<file path="config.mk">
export PLATFORM = sky130hd
export DESIGN_NAME = ofs_plat_avalon_mem_burst_splitter
export DESIGN_NICKNAME = d
export VERILOG_FILES = /design/src/rtl/ofs_plat_avalon_mem_burst_splitter.sv
export SDC_FILE = /design/constraint.sdc
export NUM_CORES = 1
export LEC_CHECK = 0
export CELL_PAD_IN_SITES_DETAIL_PLACEMENT = 2
export CELL_PAD_IN_SITES_GLOBAL_PLACEMENT = 2
export CORE_AREA = 2 2 475 477
export CTS_BUF_LIST = sky130_fd_sc_hd__clkbuf_8
export DETAILED_ROUTE_END_ITERATION = 8
export DIE_AREA = 0 0 477 479
export PLACE_DENSITY = 0.42
export SKIP_CTS_REPAIR_TIMING = 1
export SYNTH_ARGS = -nofsm -noshare
export SYNTH_HDL_FRONTEND = slang
export SYNTH_SLANG_ARGS = --single-unit
</file>
<file path="constraint.sdc">
create_clock -name clk -period 8.6 [get_ports clk]
set_input_delay 1.72 -clock clk [delete_from_list [all_inputs] [get_ports clk]]
set_output_delay 1.72 -clock clk [all_outputs]
set_load 0.02 [all_outputs]
</file>
<file path="src/rtl/ofs_plat_avalon_mem_burst_splitter.sv">
// ofs_plat_avalon_mem_burst_splitter
//
// Request-side stage that sits directly upstream of the Avalon memory skid
// buffer. Source bursts longer than MAX_BURST are split into legal sink
// bursts. With NATURAL_ALIGN set, no sink burst crosses a MAX_BURST-aligned
// address boundary. The forward path is combinational (zero added latency);
// only the split progress is held in registers. Read responses come back in
// order and sum to the original burst, so they bypass this block. Write
// responses are not supported.
//
// Ports
//   clk, reset          clock, asynchronous active-high reset
//   src_*               source-side Avalon request (address, burstcount,
//                       read/write, writedata, byteenable, waitrequest out)
//   sink_*              sink-side Avalon request (address, burstcount,
//                       read/write, writedata, byteenable, waitrequest in)
//
// While reset is high the sink sees no request and the source is stalled.
// A burst in flight when reset asserts is abandoned; the sink must be reset
// along with this block.

module ofs_plat_avalon_mem_burst_splitter #(
  parameter int ADDR_WIDTH           = 32,
  parameter int DATA_WIDTH           = 512,
  parameter int SRC_BURST_CNT_WIDTH  = 7,
  parameter int SINK_BURST_CNT_WIDTH = 3,
  parameter int MAX_BURST            = 4,
  parameter int NATURAL_ALIGN        = 1
) (
  input  logic                            clk,
  input  logic                            reset,

  input  logic [ADDR_WIDTH-1:0]           src_address,
  input  logic [SRC_BURST_CNT_WIDTH-1:0]  src_burstcount,
  input  logic                            src_read,
  input  logic                            src_write,
  input  logic [DATA_WIDTH-1:0]           src_writedata,
  input  logic [DATA_WIDTH/8-1:0]         src_byteenable,
  output logic                            src_waitrequest,

  output logic [ADDR_WIDTH-1:0]           sink_address,
  output logic [SINK_BURST_CNT_WIDTH-1:0] sink_burstcount,
  output logic                            sink_read,
  output logic                            sink_write,
  output logic [DATA_WIDTH-1:0]           sink_writedata,
  output logic [DATA_WIDTH/8-1:0]         sink_byteenable,
  input  logic                            sink_waitrequest
);

  localparam int AW = ADDR_WIDTH;
  localparam int SW = SRC_BURST_CNT_WIDTH;
  localparam int KW = SINK_BURST_CNT_WIDTH;
  localparam int CW = SRC_BURST_CNT_WIDTH + 1;

  typedef enum logic [1:0] {
    IDLE,
    RD_SPLIT,
    WR_BURST
  } state_t;

  state_t          state_q, state_d;
  logic [AW-1:0]   cur_addr_q, cur_addr_d;
  logic [SW-1:0]   rem_q, rem_d;
  logic [KW-1:0]   sub_rem_q, sub_rem_d;
  // Address/burstcount of the current write sub-burst, replayed on its
  // non-leading beats so the sink bus stays steady.
  logic [AW-1:0]   hold_addr_q, hold_addr_d;
  logic [KW-1:0]   hold_bc_q, hold_bc_d;

  // Length of the next sink burst starting at a with r beats remaining.
  function automatic logic [KW-1:0] burst_len(input logic [AW-1:0] a,
                                              input logic [SW-1:0] r);
    logic [AW-1:0] off;
    logic [CW-1:0] room;
    logic [CW-1:0] req;
    off  = (NATURAL_ALIGN != 0) ? (a & AW'(MAX_BURST - 1)) : '0;
    room = CW'(MAX_BURST) - CW'(off);
    req  = {1'b0, r};
    return KW'((req < room) ? req : room);
  endfunction

  logic [KW-1:0] idle_len;
  logic [KW-1:0] cur_len;
  logic          idle_fits;
  logic          cur_final;
  logic          wr_lead;

  assign idle_len  = burst_len(src_address, src_burstcount);
  assign cur_len   = burst_len(cur_addr_q, rem_q);
  assign idle_fits = (SW'(idle_len) == src_burstcount);
  assign cur_final = (SW'(cur_len) == rem_q);
  assign wr_lead   = (sub_rem_q == '0);

  assign sink_writedata  = src_writedata;
  assign sink_byteenable = src_byteenable;

  always_comb begin
    state_d         = state_q;
    cur_addr_d      = cur_addr_q;
    rem_d           = rem_q;
    sub_rem_d       = sub_rem_q;
    hold_addr_d     = hold_addr_q;
    hold_bc_d       = hold_bc_q;
    sink_read       = 1'b0;
    sink_write      = 1'b0;
    sink_address    = src_address;
    sink_burstcount = idle_len;
    src_waitrequest = sink_waitrequest;

    unique case (state_q)
      IDLE: begin
        if (src_read) begin
          sink_read = 1'b1;
          if (!idle_fits) begin
            // Source command stays pending until the final sub-burst.
            src_waitrequest = 1'b1;
            if (!sink_waitrequest) begin
              state_d    = RD_SPLIT;
              cur_addr_d = src_address + AW'(idle_len);
              rem_d      = src_burstcount - SW'(idle_len);
            end
          end
        end else if (src_write) begin
          sink_write = 1'b1;
          if (!sink_waitrequest && (src_burstcount != SW'(1))) begin
            state_d     = WR_BURST;
            rem_d       = src_burstcount - SW'(1);
            sub_rem_d   = idle_len - KW'(1);
            cur_addr_d  = src_address + AW'(1);
            hold_addr_d = src_address;
            hold_bc_d   = idle_len;
          end
        end
      end

      RD_SPLIT: begin
        sink_read       = 1'b1;
        sink_address    = cur_addr_q;
        sink_burstcount = cur_len;
        src_waitrequest = cur_final ? sink_waitrequest : 1'b1;
        if (!sink_waitrequest) begin
          if (cur_final) begin
            state_d = IDLE;
            rem_d   = '0;
          end else begin
            cur_addr_d = cur_addr_q + AW'(cur_len);
            rem_d      = rem_q - SW'(cur_len);
          end
        end
      end

      WR_BURST: begin
        sink_write      = src_write;
        sink_address    = wr_lead ? cur_addr_q : hold_addr_q;
        sink_burstcount = wr_lead ? cur_len : hold_bc_q;
        if (src_write && !sink_waitrequest) begin
          rem_d      = rem_q - SW'(1);
          cur_addr_d = cur_addr_q + AW'(1);
          if (wr_lead) begin
            sub_rem_d   = cur_len - KW'(1);
            hold_addr_d = cur_addr_q;
            hold_bc_d   = cur_len;
          end else begin
            sub_rem_d = sub_rem_q - KW'(1);
          end
          if (rem_q == SW'(1)) begin
            state_d = IDLE;
          end
        end
      end

      default: begin
        state_d = IDLE;
      end
    endcase

    if (reset) begin
      sink_read       = 1'b0;
      sink_write      = 1'b0;
      src_waitrequest = 1'b1;
    end
  end

  always_ff @(posedge clk or posedge reset) begin
    if (reset) begin
      state_q     <= IDLE;
      cur_addr_q  <= '0;
      rem_q       <= '0;
      sub_rem_q   <= '0;
      hold_addr_q <= '0;
      hold_bc_q   <= '0;
    end else begin
      state_q     <= state_d;
      cur_addr_q  <= cur_addr_d;
      rem_q       <= rem_d;
      sub_rem_q   <= sub_rem_d;
      hold_addr_q <= hold_addr_d;
      hold_bc_q   <= hold_bc_d;
    end
  end

endmodule
</file>
==> flow_metrics.env, run 1 <==
export IMPL_first_iter_violations=377
export IMPL_finClkSkew_ns=0.0171
export IMPL_dieArea_um2=228000
export IMPL_ant_nets=0
export IMPL_start_util_pct=5.09
export IMPL_dp_final_hpwl_mm=80.3
export IMPL_drtPass1Iterations=6
export IMPL_syn2layout_area_growth_pct=3.56
export IMPL_synthXorXnorAreaFrac_pct=2.91
export IMPL_fin_nets=1607
export IMPL_vias=8646
export IMPL_insertion_delay_ns=0.42
export IMPL_critPathMaxStageDelay_ns=0.59
export IMPL_ir_drop_v=0.000139
export IMPL_crit_family="buffers and inverters"
export IMPL_gp_congestion=0.676
export IMPL_routed_wl_mm=93.5
export IMPL_placement_io_buffers=81
export IMPL_grtUsageTotal_pct=7.82
export IMPL_syn_area_um2=11400
export IMPL_layout_drive_gt1_share_pct=6.86
export IMPL_setup_worst_path_end_class="output port"
export IMPL_ys_types=71
export IMPL_ys_seq_area_share_pct=17.4
export IMPL_tritoncts="built"
export IMPL_period_minus_slack_ns=7.26
export IMPL_p_leak_nw=3.35
export IMPL_yosys_top_cells_count="buf_4, a21oi_1, nor2_1"
export IMPL_io_pins=1234
export IMPL_path_cells="clkdlybuf4s50_1 -> inv_1 -> ha_1 -> inv_1 -> ha_1 -> a21oi_1 -> o211ai_1 -> mux2i_1 -> ha_1 -> nand4_1 -> a311oi_1 -> nand2_1 -> clkdlybuf4s50_1"
export IMPL_vias_per_cell=2.18
export IMPL_cts_sinks=79
export IMPL_setup_viol=0
export IMPL_rows=174
export IMPL_ys_async_sr_fraction_pct=100
export IMPL_start_kind="input port"
export IMPL_setup_tns_ns=0
export IMPL_synth_top_area_share_pct=38.1
export IMPL_grt_pass1_wl_mm=115
export IMPL_synth_edf_count=0
export IMPL_synth_adder_area_share_pct=3.56
export IMPL_route_detailed_drc=0
export IMPL_synthSimpleGateAreaFrac_pct=13.9
export IMPL_slew_limit_headroom_pct=35.7
export IMPL_synth_flop_cell="dfrtp_1"
export IMPL_syn_inst=1489
export IMPL_maxCapViolCount=0
export IMPL_gr_total_overflow=0
export IMPL_final_hold_viol_count=0
export IMPL_cp_arrival_ns=5.54
export IMPL_final_util_pct=5.27
export IMPL_max_freq_mhz=138
export IMPL_avgSynthCellArea_um2=7.64
export IMPL_synth_area_leaders="buf_4, dfrtp_1, a21oi_1, nor2_1, mux2i_1"
export IMPL_worstMarginPinSlew_ns=0.955
export IMPL_root_buffer="clkbuf_8"
export IMPL_die_h_um=479
export IMPL_yosysWarningCount=0
export IMPL_synth_most_common_cell="buf_4"
export IMPL_outcome="finished clean"
export IMPL_coreArea_um2=224000
export IMPL_cpMaxStageDelayCell="clkdlybuf4s50_1"
export IMPL_drv_slew=0
export IMPL_synth_top_family_by_area="buffers and inverters"
export IMPL_synth_compound_area_share_pct=17.2
export IMPL_dieWidth_um=477
export IMPL_cts_buffer_depth=2
export IMPL_grt_max_degree=101
export IMPL_muxShareOfSynthArea_pct=3.19
export IMPL_post_route_period_util_pct=84.4
export IMPL_path_class="input port to output port"
export IMPL_antenna_found_initial=29
export IMPL_numCtsBuffers=9
export IMPL_htreeDepth=3
export IMPL_yosysTopAreaCell="buf_4"
export IMPL_crit_required_ns=6.88
export IMPL_grt_pass1_vias=9277
export IMPL_cpMostUsedCell="ha_1"
export IMPL_crit_fanout=5
export IMPL_post_drt_wl_per_cell_um=23.6
export IMPL_synth_fp_nets=2139
export IMPL_synth_seq_cells=79
export IMPL_hold_class="flip-flop to flip-flop"
export IMPL_rsz0062_at_grt="no"
export IMPL_clk_pin_slew_worst_paths_ns=0.09
export IMPL_power_density_nw_per_um2=337
export IMPL_crit_buf_inv=4
logic make-up after synthesis:
| family | Yosys count |
|---|---|
| xor gates and xnor gates | 37 |
| buffers and inverters | 685 |
| adders and majority gates | 30 |
| AOI/OAI and AO/OA | 313 |
| and+or+nand+nor | 309 |
| DFF | 79 |
| muxes | 36 |
routing by layer:
metal	GRT usage (%)	share of wire, %	vias up
met5	0.290	0.17	-
met4	5.31	7.7	14
met3	7.84	22	378
met2	13.1	47	777
met1	5.11	23	4012
li1	-	-	3465
flip-flops by register name, indices dropped and copies added, names as in the netlist:
signal / count
rem_q: 7
sub_rem_q: 3
hold_addr_q: 32
state_q: 2
hold_bc_q: 3
cur_addr_q: 32
layout make-up:
cell class                 instances  area, um^2
inverter                          37         140
sequential                        79        1980
clock buffer                       9         124
multi-input combinational        725        4670
tap                             2992        3740
timing repair buffer             105        1000
antenna                            4        10.0
clock inverter                     7         119
fill                           26600      212000
layout by cell type, fill, tap and decap left out, types with 4 or more instances in the layout:
cell type / netlist / layout
a211oi_1: 9 / 9
a21o_1: 11 / 11
a21oi_1: 103 / 103
a221oi_1: 21 / 21
a22o_1: 4 / 4
a31oi_1: 12 / 12
and3_1: 18 / 18
and4_1: 10 / 10
buf_4: 577 / 23
clkbuf_8: 0 / 9
clkdlybuf4s50_1: 0 / 81
dfrtp_1: 79 / 79
diode_2: 0 / 4
fa_1: 4 / 4
ha_1: 26 / 24
inv_1: 36 / 36
mux2i_1: 34 / 34
nand2_1: 64 / 64
nand2b_1: 6 / 6
nand3_1: 33 / 33
nand4_1: 18 / 18
nor2_1: 99 / 99
nor2b_1: 7 / 7
nor3_1: 22 / 21
nor4_1: 9 / 9
o211ai_1: 6 / 6
o21ai_0: 55 / 55
o22a_1: 4 / 4
o22ai_1: 46 / 46
or3_1: 4 / 4
xnor2_1: 16 / 16
xor2_1: 20 / 20
final timing paths:
path	from	endpoint	slack, ns	cells past startpoint
hold reg to reg	hold_addr_q[26]	hold_addr_q[26]	0.49	2
setup / recovery	src_address[1]	src_waitrequest	1.34	13
min in group asynchronous	reset	state_q[0]	1.88	3
hold / removal	hold_addr_q[26]	hold_addr_q[26]	0.49	2
setup reg to reg	cur_addr_q[1]	cur_addr_q[23]	3.59	15
max in group asynchronous	reset	hold_addr_q[14]	5.59	4
worst reg2reg max path, stage by stage, from the launching register on:
cell	delay, ns
dfrtp_1	0.55
inv_1	0.10
ha_1	0.26
inv_1	0.17
ha_1	0.27
a21oi_1	0.26
o211ai_2	0.27
o21ai_1	0.47
inv_1	0.17
ha_1	0.35
nand3_1	0.10
a211o_1	0.61
and2_1	0.64
buf_4	0.38
a31oi_1	0.13
o21a_1	0.19
per-stage QoR:
stage	setup WS (ns)	cells	area, um^2	hold slack [ns]	total power, mW
2_1_floorplan	2.97	1489	11400	0.449	2.74
3_3_place_gp	1.13	3938	11500	0.461	3.72
3_5_place_dp	1.16	3938	11500	0.471	3.75
4_1_cts	1.14	3954	11800	0.496	4.17
5_1_grt	0.968	3955	11800	0.536	4.36
6_report	1.34	3958	11800	0.490	3.97
power breakdown:
group / leakage [nW] / switching (mW) / internal, mW / total [mW]
combinational: 2.30 / 1.78 / 0.959 / 2.74
clock: 0.122 / 0.192 / 0.194 / 0.386
sequential: 0.934 / 0.286 / 0.561 / 0.846
Note: power is estimated with default switching activity, not from simulation.
==> run 2: changes to the inputs <==
CORE_AREA = 2 2 483 485   (was 2 2 475 477)
DIE_AREA = 0 0 485 487   (was 0 0 477 479)
clock period = 6.5 ns   (was 8.6 ns; I/O delays follow)
==> flow_metrics.env, run 2 (synthesis results as in run 1) <==
export IMPL_outcome="finished clean"
export IMPL_final_hold_viol_count=0
export IMPL_design_area_um2=12000
export IMPL_syn2layout_area_growth_pct=5.26
export IMPL_route_detailed_drc=0
export IMPL_period_minus_slack_ns=5.73
export IMPL_post_route_period_util_pct=88.2
export IMPL_first_iter_violations=281
export IMPL_crit_required_ns=5.20
export IMPL_critPathMaxStageDelay_ns=0.50
export IMPL_gr_total_overflow=0
export IMPL_switchingPower_mw=2.96
export IMPL_final_common_cell="a21oi_1"
export IMPL_place_area_um2=11800
export IMPL_p_leak_nw=3.44
export IMPL_cts_buffer_depth=2
export IMPL_placement_io_buffers=81
export IMPL_setup_worst_path_end_class="output port"
export IMPL_hold_class="flip-flop to flip-flop"
export IMPL_dp_final_hpwl_mm=84.2
export IMPL_cp_arrival_ns=4.43
export IMPL_max_freq_mhz=174
export IMPL_grt_max_degree=67
export IMPL_routed_wl_mm=97.1
export IMPL_power_density_nw_per_um2=441
export IMPL_die_h_um=487
export IMPL_crit_buf_inv=5
export IMPL_ant_nets=0
export IMPL_switching_share_pct=56.1
export IMPL_tritoncts="built"
export IMPL_post_drt_wl_per_cell_um=24.1
export IMPL_grt_pass1_wl_mm=119
export IMPL_gp_congestion=0.680
export IMPL_cpMaxStageDelayCell="clkdlybuf4s50_1"
export IMPL_drtPass1Iterations=4
export IMPL_drv_slew=0
export IMPL_grt_pass1_vias=9360
export IMPL_vias=8712
export IMPL_clockPowerShare_pct=8.7
export IMPL_dieWidth_um=485
export IMPL_finClkSkew_ns=0.0118
export IMPL_coreArea_um2=231000
export IMPL_worstMarginPinSlew_ns=0.879
export IMPL_crit_fanout=5
export IMPL_root_buffer="clkbuf_8"
export IMPL_insertion_delay_ns=0.41
export IMPL_antenna_found_initial=30
export IMPL_cpMostUsedCell="ha_1"
export IMPL_io_pins=1234
export IMPL_layout_common_cells="a21oi_1, nor2_1, dfrtp_1, clkdlybuf4s50_1, nand2_1"
export IMPL_htreeDepth=3
export IMPL_grtUsageTotal_pct=7.89
export IMPL_fin_nets=1623
export IMPL_path_cells="clkdlybuf4s50_1 -> inv_1 -> ha_1 -> inv_1 -> ha_1 -> a21oi_1 -> o211ai_1 -> mux2i_1 -> buf_4 -> ha_1 -> nand4_1 -> a311oi_1 -> nand2_1 -> buf_4"
export IMPL_p_int_mw=2.32
export IMPL_rrSetupSlack_ns=1.61
export IMPL_path_class="input port to output port"
export IMPL_vias_per_cell=2.17
export IMPL_report_power_total_mw=5.29
export IMPL_numCtsBuffers=9
export IMPL_start_kind="input port"
export IMPL_layout_drive_gt1_share_pct=8.90
export IMPL_whs_ns=0.490
export IMPL_reg_largest_list="cur_addr_q x32, hold_addr_q x32, rem_q x7"
export IMPL_cts_sinks=79
export IMPL_p_comb_share_pct=70.2
export IMPL_slew_limit_headroom_pct=41.4
export IMPL_maxCapViolCount=0
export IMPL_start_util_pct=4.92
export IMPL_crit_family="buffers and inverters"
export IMPL_dieArea_um2=236000
export IMPL_rsz0062_at_grt="no"
export IMPL_clk_pin_slew_worst_paths_ns=0.09
export IMPL_rows=177
export IMPL_setup_viol=0
export IMPL_pwr_share_seq_pct=21.1
export IMPL_setup_tns_ns=0
export IMPL_ir_drop_v=0.000211
[run 2: changes by cell type in the layout (fill, tap and decap cells not counted), moves of 2 or more]
| cell | previous run | this run |
|---|---|---|
| clkinv_4 | 0 | 2 |
| clkdlybuf4s50_1 | 81 | 75 |
| buf_12 | 1 | 5 |
| buf_4 | 23 | 41 |
| inv_6 | 2 | 0 |
[run 2: path summary, 6_finish.rpt]
| check | startpoint | end | depth (start not counted) |
|---|---|---|---|
| setup / recovery | src_address[0] | src_waitrequest | 14 |
| hold / removal | hold_addr_q[27] | hold_addr_q[27] | 2 |
| setup reg to reg | cur_addr_q[0] | cur_addr_q[31] | 16 |
| hold reg to reg | hold_addr_q[27] | hold_addr_q[27] | 2 |
| max in group asynchronous | reset | hold_addr_q[26] | 4 |
| min in group asynchronous | reset | state_q[1] | 3 |
[run 2: worst register-to-register path, delay by kind of cell (launching register included)]
kind,cells,cell delay [ns]
flops,1,0.55
simple gates,4,1.62
mux,1,0.20
buf+inv,3,0.43
compound gates,5,1.20
fa+ha+maj,3,0.78
[run 2: layer usage]
metal  global-route usage, %  vias up  part of all wire, %
met5                   0.592        -                 0.26
met4                    5.86       14                  8.4
met3                    8.18      423                   23
met2                    12.9      762                   46
met1                    5.08     4008                   22
li1                        -     3505                    -
[run 2: power groups by stage]
stage | logic (mW) | clock network, mW | registers [mW]
after global routing | 4.17 | 0.498 | 1.17
after detailed placement | 3.91 | 0 | 1.13
after global placement | 3.87 | 0 | 1.12
final | 3.71 | 0.460 | 1.12
after CTS | 3.93 | 0.493 | 1.12
after floorplan | 2.73 | 0 | 0.903
[run 2: layout make-up]
cell class	instances	area, um^2
diodes	3	7.51
inverters	37	140
clock inverters	5	82.6
multi-input cells	725	4670
fillers	27500	219000
repair buffers	121	1160
flip-flops and latches	79	1980
clock buffers	10	138
well taps	3043	3810
[run 2: metrics by stage]
step           util (%)  cells  setup WS, ns
2_1_floorplan         -   1489          1.71
3_3_place_gp       5.08   4005         0.660
3_5_place_dp       5.08   4005         0.674
4_1_cts            5.17   4020         0.660
5_1_grt            5.18   4022         0.510
6_report           5.18   4023         0.766
==> run 3: changes to the inputs <==
CELL_PAD_IN_SITES_DETAIL_PLACEMENT = default   (was 2)
CELL_PAD_IN_SITES_GLOBAL_PLACEMENT = default   (was 2)
CORE_AREA = 2 2 487 489   (was 2 2 483 485)
DIE_AREA = 0 0 489 491   (was 0 0 485 487)
PLACE_DENSITY = 0.3   (was 0.42)
==> flow_metrics.env, run 3 (synthesis results as in run 1) <==
export IMPL_grt_pass1_vias=8718
export IMPL_reg2reg_depth=15
export IMPL_place_area_um2=11800
export IMPL_cp_arrival_ns=4.51
export IMPL_insertion_delay_ns=0.43
export IMPL_p_int_mw=2.34
export IMPL_switching_share_pct=55.3
export IMPL_crit_required_ns=5.20
export IMPL_rows=178
export IMPL_preCtsSetupSlack_ns=0.611
export IMPL_crit_fanout=5
export IMPL_antenna_found_initial=30
export IMPL_rrSetupSlack_ns=1.57
export IMPL_htreeDepth=3
export IMPL_setup_viol=0
export IMPL_start_kind="input port"
export IMPL_dieWidth_um=489
export IMPL_layout_drive_gt1_share_pct=8.22
export IMPL_cts_sinks=79
export IMPL_cts_buffer_depth=2
export IMPL_final_common_cell="a21oi_1"
export IMPL_n_fill_cell=27700
export IMPL_p_comb_share_pct=69.4
export IMPL_gp_congestion=0.713
export IMPL_start_util_pct=4.85
export IMPL_coreArea_um2=235000
export IMPL_pwr_share_seq_pct=21.3
export IMPL_vias=8653
export IMPL_vias_per_cell=2.10
export IMPL_reg_largest_list="cur_addr_q x32, hold_addr_q x32, rem_q x7"
export IMPL_io_pins=1234
export IMPL_ir_drop_v=0.000151
export IMPL_dieArea_um2=240000
export IMPL_setup_worst_path_end_class="output port"
export IMPL_post_drt_wl_per_cell_um=25.7
export IMPL_grtUsageTotal_pct=8.41
export IMPL_p_leak_nw=3.42
export IMPL_numCtsBuffers=9
export IMPL_setup_tns_ns=0
export IMPL_clk_pin_slew_worst_paths_ns=0.10
export IMPL_period_minus_slack_ns=5.81
export IMPL_placement_io_buffers=81
export IMPL_power_density_nw_per_um2=434
export IMPL_finClkSkew_ns=0.0212
export IMPL_gr_total_overflow=0
export IMPL_layout_common_cells="a21oi_1, nor2_1, dfrtp_1, clkdlybuf4s50_1, nand2_1"
export IMPL_drv_slew=0
export IMPL_path_class="input port to output port"
export IMPL_switchingPower_mw=2.90
export IMPL_reg2reg_from="cur_addr_q[1]"
export IMPL_routed_wl_mm=106
export IMPL_first_iter_violations=534
export IMPL_layout_setup_ws_ns=0.689
export IMPL_die_h_um=491
export IMPL_grt_max_degree=58
export IMPL_design_area_um2=12100
export IMPL_cp_endpoint="src_waitrequest"
export IMPL_slew_limit_headroom_pct=25.9
export IMPL_setup_worst_path_start="src_address[1]"
export IMPL_r2r_end="cur_addr_q[25]"
export IMPL_tritoncts="built"
export IMPL_root_buffer="clkbuf_8"
export IMPL_drtPass1Iterations=4
export IMPL_rsz0062_at_grt="no"
export IMPL_maxCapViolCount=0
export IMPL_dp_final_hpwl_mm=94.2
export IMPL_syn2layout_area_growth_pct=6.01
export IMPL_worstMarginPinSlew_ns=1.11
export IMPL_fin_nets=1619
export IMPL_outcome="finished clean"
export IMPL_hold_class="flip-flop to flip-flop"
export IMPL_grt_pass1_wl_mm=125
export IMPL_post_route_period_util_pct=89.4
export IMPL_route_detailed_drc=0
export IMPL_final_hold_viol_count=0
export IMPL_ant_nets=0
export IMPL_max_freq_mhz=172
export IMPL_clockPowerShare_pct=9.3
==> run 3: cell count changes in the layout (fill, tap and decap cells not counted) <==
cell / delta
buf_12: -3
buf_4: -3
clkdlybuf4s50_1: +2
bufinv_16: +1
clkbuf_8: -1
clkinv_2: -1
inv_1: +1
==> run 3: area by class of cell <==
type                    count  area, um^2  area share [%]
multi-input cells         725        4670            38.7
well taps                3150        3940            32.7
flip-flops and latches     79        1980            16.4
repair buffers            117        1100            9.08
inverters                  37         140            1.16
clock buffers               9         124            1.03
clock inverters             6         111           0.923
diodes                      3        7.51          0.0622
==> run 3: per-stage QoR <==
step / power (mW) / cells / utilization (%) / hold slack, ns
2_1_floorplan: 3.63 / 1489 / - / 0.449
3_3_place_gp: 4.96 / 4108 / 5.04 / 0.465
3_5_place_dp: 4.95 / 4108 / 5.04 / 0.472
4_1_cts: 5.47 / 4123 / 5.14 / 0.496
5_1_grt: 5.77 / 4124 / 5.14 / 0.532
6_report: 5.24 / 4126 / 5.14 / 0.491
==> run 3: worst max-delay path, cell delays in order <==
cell and delay [ns]:
clkdlybuf4s50_1 0.60, inv_1 0.12, ha_1 0.31, inv_1 0.04, ha_1 0.27, a21oi_1 0.06, o211ai_1 0.35, mux2i_1 0.13
buf_4 0.18, ha_1 0.34, nand4_1 0.24, a311oi_1 0.34, nand2_1 0.08, buf_4 0.16
==> run 3: power by group through the flow <==
stage	Sequential (mW)	Clock (mW)	Combinational, mW
floorplan	0.903	0	2.73
global placement	1.12	0	3.84
detailed placement	1.12	0	3.83
CTS	1.11	0.513	3.84
global route	1.17	0.528	4.07
finish	1.11	0.487	3.64
==> run 3: worst min path at each step <==
stage                                from              end  slack [ns]  cells after the start
after global routing      hold_addr_q[10]  hold_addr_q[10]        0.53                      2
final                     hold_addr_q[10]  hold_addr_q[10]        0.49                      2
after CTS                 hold_addr_q[15]  hold_addr_q[15]        0.50                      2
after detailed placement  hold_addr_q[15]  hold_addr_q[15]        0.47                      2
after global placement    hold_addr_q[10]  hold_addr_q[10]        0.46                      2
after floorplan           hold_addr_q[10]  hold_addr_q[10]        0.45                      2
==> run 3: metal layers <==
metal | vias up | part of all wire, % | GRT usage, %
li1 | 3503 | - | -
met1 | 3915 | 19 | 4.57
met2 | 815 | 46 | 14.0
met3 | 408 | 27 | 10.3
met4 | 12 | 7.0 | 5.02
met5 | - | 0.47 | 1.39
